## src/rtl/pio_debounce_irq.sv

```systemverilog
// General-purpose Avalon-MM I/O port with per-bit direction, synchronised and
// debounced inputs, programmable edge capture and a maskable level interrupt.
// Pin tristate buffers live at the system top level, driven by pio_out/pio_oe.
module pio_debounce_irq #(
   parameter int               WIDTH     = 8,
   parameter int               DB_CYCLES = 50000,
   parameter logic [WIDTH-1:0] RESET_OUT = '0
) (
   input  logic             clk_clk,
   input  logic             reset_reset_n,
   input  logic [2:0]       address,
   input  logic             chipselect,
   input  logic             read,
   input  logic             write,
   input  logic [31:0]      writedata,
   output logic [31:0]      readdata,
   output logic             irq,
   input  logic [WIDTH-1:0] pio_in,
   output logic [WIDTH-1:0] pio_out,
   output logic [WIDTH-1:0] pio_oe
);

   localparam int               CNT_W   = $clog2(DB_CYCLES + 1);
   localparam logic [CNT_W-1:0] CNT_MAX = CNT_W'(DB_CYCLES - 1);

   localparam logic [2:0] ADDR_DATA   = 3'd0;
   localparam logic [2:0] ADDR_DIR    = 3'd1;
   localparam logic [2:0] ADDR_MASK   = 3'd2;
   localparam logic [2:0] ADDR_EDGE   = 3'd3;
   localparam logic [2:0] ADDR_RISE   = 3'd4;
   localparam logic [2:0] ADDR_FALL   = 3'd5;
   localparam logic [2:0] ADDR_OUTSET = 3'd6;
   localparam logic [2:0] ADDR_OUTCLR = 3'd7;

   logic             wr_en;
   logic             rd_en;
   logic [WIDTH-1:0] wdata;
   logic             unused_wd;

   logic [WIDTH-1:0] s1;
   logic [WIDTH-1:0] s2;
   logic [WIDTH-1:0] deb;
   logic [WIDTH-1:0] deb_d;

   logic [WIDTH-1:0] out_reg;
   logic [WIDTH-1:0] dir_reg;
   logic [WIDTH-1:0] mask_reg;
   logic [WIDTH-1:0] cap_reg;
   logic [WIDTH-1:0] rise_en;
   logic [WIDTH-1:0] fall_en;

   logic [WIDTH-1:0] cap_set;
   logic [WIDTH-1:0] cap_clr;
   logic [31:0]      rd_mux;

   assign wr_en = chipselect & write;
   assign rd_en = chipselect & read;
   assign wdata = writedata[WIDTH-1:0];

   // Bits of writedata above WIDTH carry no meaning for this port.
   assign unused_wd = ^writedata;

   // Two-flop synchroniser on every pin, independent of direction.
   always_ff @(posedge clk_clk or negedge reset_reset_n) begin
      if (!reset_reset_n) begin
         s1 <= '0;
         s2 <= '0;
      end else begin
         s1 <= pio_in;
         s2 <= s1;
      end
   end

   for (genvar i = 0; i < WIDTH; i++) begin : g_db
      logic [CNT_W-1:0] cnt;
      logic             deb_bit;

      // Accept a new input level only after it has differed from deb for DB_CYCLES edges.
      always_ff @(posedge clk_clk or negedge reset_reset_n) begin
         if (!reset_reset_n) begin
            cnt     <= '0;
            deb_bit <= 1'b0;
         end else if (s2[i] == deb_bit) begin
            cnt <= '0;
         end else if (cnt == CNT_MAX) begin
            deb_bit <= s2[i];
            cnt     <= '0;
         end else begin
            cnt <= cnt + 1'b1;
         end
      end

      assign deb[i] = deb_bit;
   end

   // Delayed copy of deb so edges are detected one cycle after deb moves.
   always_ff @(posedge clk_clk or negedge reset_reset_n) begin
      if (!reset_reset_n) begin
         deb_d <= '0;
      end else begin
         deb_d <= deb;
      end
   end

   assign cap_set = (deb & ~deb_d & rise_en) | (~deb & deb_d & fall_en);
   assign cap_clr = (wr_en && (address == ADDR_EDGE)) ? wdata : '0;

   // Control registers written from the bus; OUTSET/OUTCLR modify out_reg in place.
   always_ff @(posedge clk_clk or negedge reset_reset_n) begin
      if (!reset_reset_n) begin
         out_reg  <= RESET_OUT;
         dir_reg  <= '0;
         mask_reg <= '0;
         rise_en  <= '0;
         fall_en  <= '0;
      end else if (wr_en) begin
         case (address)
            ADDR_DATA:   out_reg  <= wdata;
            ADDR_DIR:    dir_reg  <= wdata;
            ADDR_MASK:   mask_reg <= wdata;
            ADDR_RISE:   rise_en  <= wdata;
            ADDR_FALL:   fall_en  <= wdata;
            ADDR_OUTSET: out_reg  <= out_reg | wdata;
            ADDR_OUTCLR: out_reg  <= out_reg & ~wdata;
            default:     ;
         endcase
      end
   end

   // Edge-capture bits: a new capture beats a simultaneous write-1-to-clear.
   always_ff @(posedge clk_clk or negedge reset_reset_n) begin
      if (!reset_reset_n) begin
         cap_reg <= '0;
      end else begin
         cap_reg <= (cap_reg & ~cap_clr) | cap_set;
      end
   end

   // Read multiplexer; DATA shows out_reg on output bits and debounced pins on inputs.
   always_comb begin
      rd_mux = '0;
      case (address)
         ADDR_DATA: rd_mux[WIDTH-1:0] = (dir_reg & out_reg) | (~dir_reg & deb);
         ADDR_DIR:  rd_mux[WIDTH-1:0] = dir_reg;
         ADDR_MASK: rd_mux[WIDTH-1:0] = mask_reg;
         ADDR_EDGE: rd_mux[WIDTH-1:0] = cap_reg;
         ADDR_RISE: rd_mux[WIDTH-1:0] = rise_en;
         ADDR_FALL: rd_mux[WIDTH-1:0] = fall_en;
         default:   rd_mux = '0;
      endcase
   end

   // Registered read data, held between reads.
   always_ff @(posedge clk_clk or negedge reset_reset_n) begin
      if (!reset_reset_n) begin
         readdata <= '0;
      end else if (rd_en) begin
         readdata <= rd_mux;
      end
   end

   assign irq     = |(cap_reg & mask_reg);
   assign pio_out = out_reg;
   assign pio_oe  = dir_reg;

endmodule
```

## config.mk

```make
export PLATFORM = sky130hd
export DESIGN_NAME = pio_debounce_irq
export DESIGN_NICKNAME = d
export VERILOG_FILES = /design/src/rtl/pio_debounce_irq.sv
export SDC_FILE = /design/constraint.sdc
export NUM_CORES = 1
export LEC_CHECK = 0
export BUFFER_PORTS_ARGS = -buffer_cell sky130_fd_sc_hd__buf_2
export CAP_MARGIN = 20
export CORE_MARGIN = 1
export CORE_UTILIZATION = 48
export DETAILED_ROUTE_END_ITERATION = 16
export PLACE_DENSITY = 0.67
export SLEW_MARGIN = 20
export SYNTH_ARGS = -nofsm -noshare
export SYNTH_HDL_FRONTEND = slang
export SYNTH_SLANG_ARGS = --single-unit
```

## constraint.sdc

```tcl
create_clock -name clk_clk -period 2.55 [get_ports clk_clk]
set_clock_uncertainty 0.1 [all_clocks]
set_input_delay 0.51 -clock clk_clk [delete_from_list [all_inputs] [get_ports clk_clk]]
set_output_delay 0.51 -clock clk_clk [all_outputs]
set_load 0.03 [all_outputs]
```

==> results.cfg <==
[floorplanning]
ioPinCount = 97
count_of_standard_cell_rows = 53
design.core.area_um2 = 21100
floorplan.initialDensity_pct = 49.3
die-area_um2 = 22200
height_of_the_chip_um = 149
dieWidth_um = 149

[finish]
final_layout_size_suffix_gt1_share_pct = 14.6
num-nets-final = 1139
finish.utilization_pct = 56.1
post-route-cell-area_um2 = 11800
largest_register_ff_count = 128
largest-register = g_db.cnt
filler_cells_inserted = 1851
area_growth_pct = 13.9

[grt]
groute.usage.overall_pct = 20.4
grt_pass1_vias = 7129
grt_start_max_net_pins = 65
global_route_wire_length_before_repair_mm = 36.4
grt_remaining_overflow = 0
grt_antenna_before_repair = 1

[placed_design]
gp_congestion = 0.824
standard_cell_area_after_detailed_placement_um2 = 11000
dp.final_hpwl_mm = 15.0
buffer_ports.inserted = 48

[clock_tree]
numCtsBuffers = 23
post_cts.resized_instances = 0
clock_sink_count = 216
clk_pin_slew_worst_paths_ns = 0.06
worst_skew_late_latency_ns = 0.50
cts_tree = built
post-cts-setup-buffer-count = 0
ctsHoldBuffers = 6
clock_tree.root_cell = clkbuf_16
clock_tree.htree_level_count = 1
cts-root-to-sink-buffers = 3

[sta]
grt_setup_unrepaired = false
max_clock_freq_mhz = 454
fin_setup_tns_ns = 0
timing.final.crit_share_pct = 86.3
setup-violations-final = 0
drv_slew = 0
timing_worst_slew_pin_value_ns = 0.621
final-hold-violation-count = 0
worst_slew_margin_rel_pct = 58.6
post-route-min-period_ns = 2.20

[setup_path]
worstSetupStartpointType = register
critPathKind = reg2out
worst-endpoint-arrival_ns = 1.59
cp.required_ns = 1.94
capturing_element_type_of_the_critical_path = output port
critPathMaxFanout = 3

[drt]
drtIter0Drc = 497
routed-via-count = 7454
firstDrtPassIters = 7
detail_route.wirelength_mm = 21.9
avgRoutedWirePerCell_um = 15.9
drt_drc_violations_left = 0
final_antenna_net_count = 0
vias_per_cell = 5.43

[logic_synthesis]
post_synth.cell_area_avg_um2 = 10.3
yosys_warnings = 0
synthDominantAreaCellType = dfrtp_1
synthTopCellsByArea = dfrtp_1 52%, xnor2_1 7.9%, nor2_1 6.1%
combined_area_of_all_synthesized_cells_um2 = 10400
count_of_flip_flops_with_a_built_in_enable_after_synthesis = 0
number_of_distinct_library_cells_after_synthesis = 53
ys_dominant_reg_cell = dfrtp_1
post-synth-top-area-fraction_pct = 52.0
synth-seq-area-share_pct = 52.0
yosys_register_bits = 216
synth_cells = 1006
synth-async-reset-ratio_pct = 100

[pwr]
post-layout-total-power_w = 0.00810
powerDensity_nw_per_um2 = 685
power_leakage_nw = 5.03
worst_ir_drop_vdd_uv = 593

[flow_run]
cap_violations = 0

[worst_hold_path]
hold_path_class = in2reg

[status]
status = finished clean
## cells by family after synthesis
logic type                 synth area share [%]
buffers and inverters                      4.17
other                                    0.0361
and+or+nand+nor                            20.1
DFF                                        52.0
xor gates and xnor gates                   10.0
AOI/OAI and AO/OA                          7.84
adders and majority gates                 0.964
muxes                                      4.83
## cells in the mapped netlist, drive strengths merged (3+ instances only)
cell,n
o41ai,5
o211ai,8
nor2,168
xnor2,94
nor4b,4
nand4bb,4
xor2,25
a221o,4
and4,3
a211oi,8
mux2,38
buf,38
nand4,35
nand3b,10
or3,5
a22oi,8
a21oi,14
dfrtp,216
o32ai,6
and2,4
nor2b,4
mux2i,7
nor3,38
nand2,58
inv,35
a22o,5
and3,5
o22a,8
ha,8
nand3,51
a31o,3
o21ai,21
nor4,37
clkbuf,12
## final timing paths
| path | from | cells after the start | end | slack, ns |
|---|---|---|---|---|
| worst max register to register | g_db[5].cnt[12] | 5 | g_db[5].cnt[11] | 0.55 |
| max in group asynchronous | reset_reset_n | 3 | readdata[5] | 1.23 |
| worst min register to register | s1[0] | 0 | s2[0] | 0.25 |
| worst min-delay path | pio_in[3] | 1 | s1[3] | 0.02 |
| min in group asynchronous | reset_reset_n | 2 | g_db[7].cnt[14] | 0.44 |
| worst max-delay path | mask_reg[0] | 3 | irq | 0.35 |
## metal layers
| layer | vias up | track usage [%] | wire length, µm |
|---|---|---|---|
| met3 | 29 | 3.98 | 1200 |
| li1 | 3637 | - | - |
| met5 | - | 0 | 0 |
| met2 | 152 | 32.2 | 10100 |
| met1 | 3636 | 29.0 | 10200 |
| met4 | 0 | 4.39 | 389 |
## per-stage QoR
stage	std cells	worst slack (ns)	hold WS (ns)
detailed placement	1327	0.374	0.235
CTS	1371	0.364	0.00161
finish	1372	0.349	0.0170
floorplan	1029	0.623	0.114
global placement	1327	0.390	0.233
global route	1371	0.294	0.0127
## layout make-up
class                      instances  area, µm²  area share [%]
sequential                       216       5410            45.7
multi-input combinational        728       4630            39.2
clock buffer                      33        673            5.69
timing repair buffer              79        536            4.53
tap                              275        344            2.91
inverter                          35        131            1.11
clock inverter                     5        100           0.846
antenna                            1       2.50          0.0212
## layout by cell type, fill, tap and decap left out, types with 23 or more instances in the layout
| master | Yosys | routed |
|---|---|---|
| conb_1 | 1 | 24 |
| clkbuf_16 | 0 | 23 |
| mux2_2 | 37 | 37 |
| dfrtp_1 | 216 | 216 |
| nor2_1 | 168 | 168 |
| nand3_1 | 51 | 51 |
| buf_2 | 7 | 47 |
| nand2_1 | 57 | 57 |
| inv_1 | 35 | 35 |
| nor4_1 | 37 | 37 |
| xnor2_1 | 94 | 94 |
| xor2_1 | 25 | 25 |
| nand4_1 | 35 | 35 |
| nor3_1 | 36 | 36 |
## power breakdown
group          switching, W  leakage, nW  internal (W)  total [W]
clock               0.00131        0.382       0.00212    0.00343
combinational      0.000524         1.77      0.000317   0.000842
sequential         0.000194         2.88       0.00363    0.00383
## worst max-delay path, cell delays in order, from the launching register on
cell and delay, ns:
dfrtp_1 0.39, a22oi_1 0.23, nand4_1 0.22, buf_2 0.24
(Power assumes the default switching activity.)
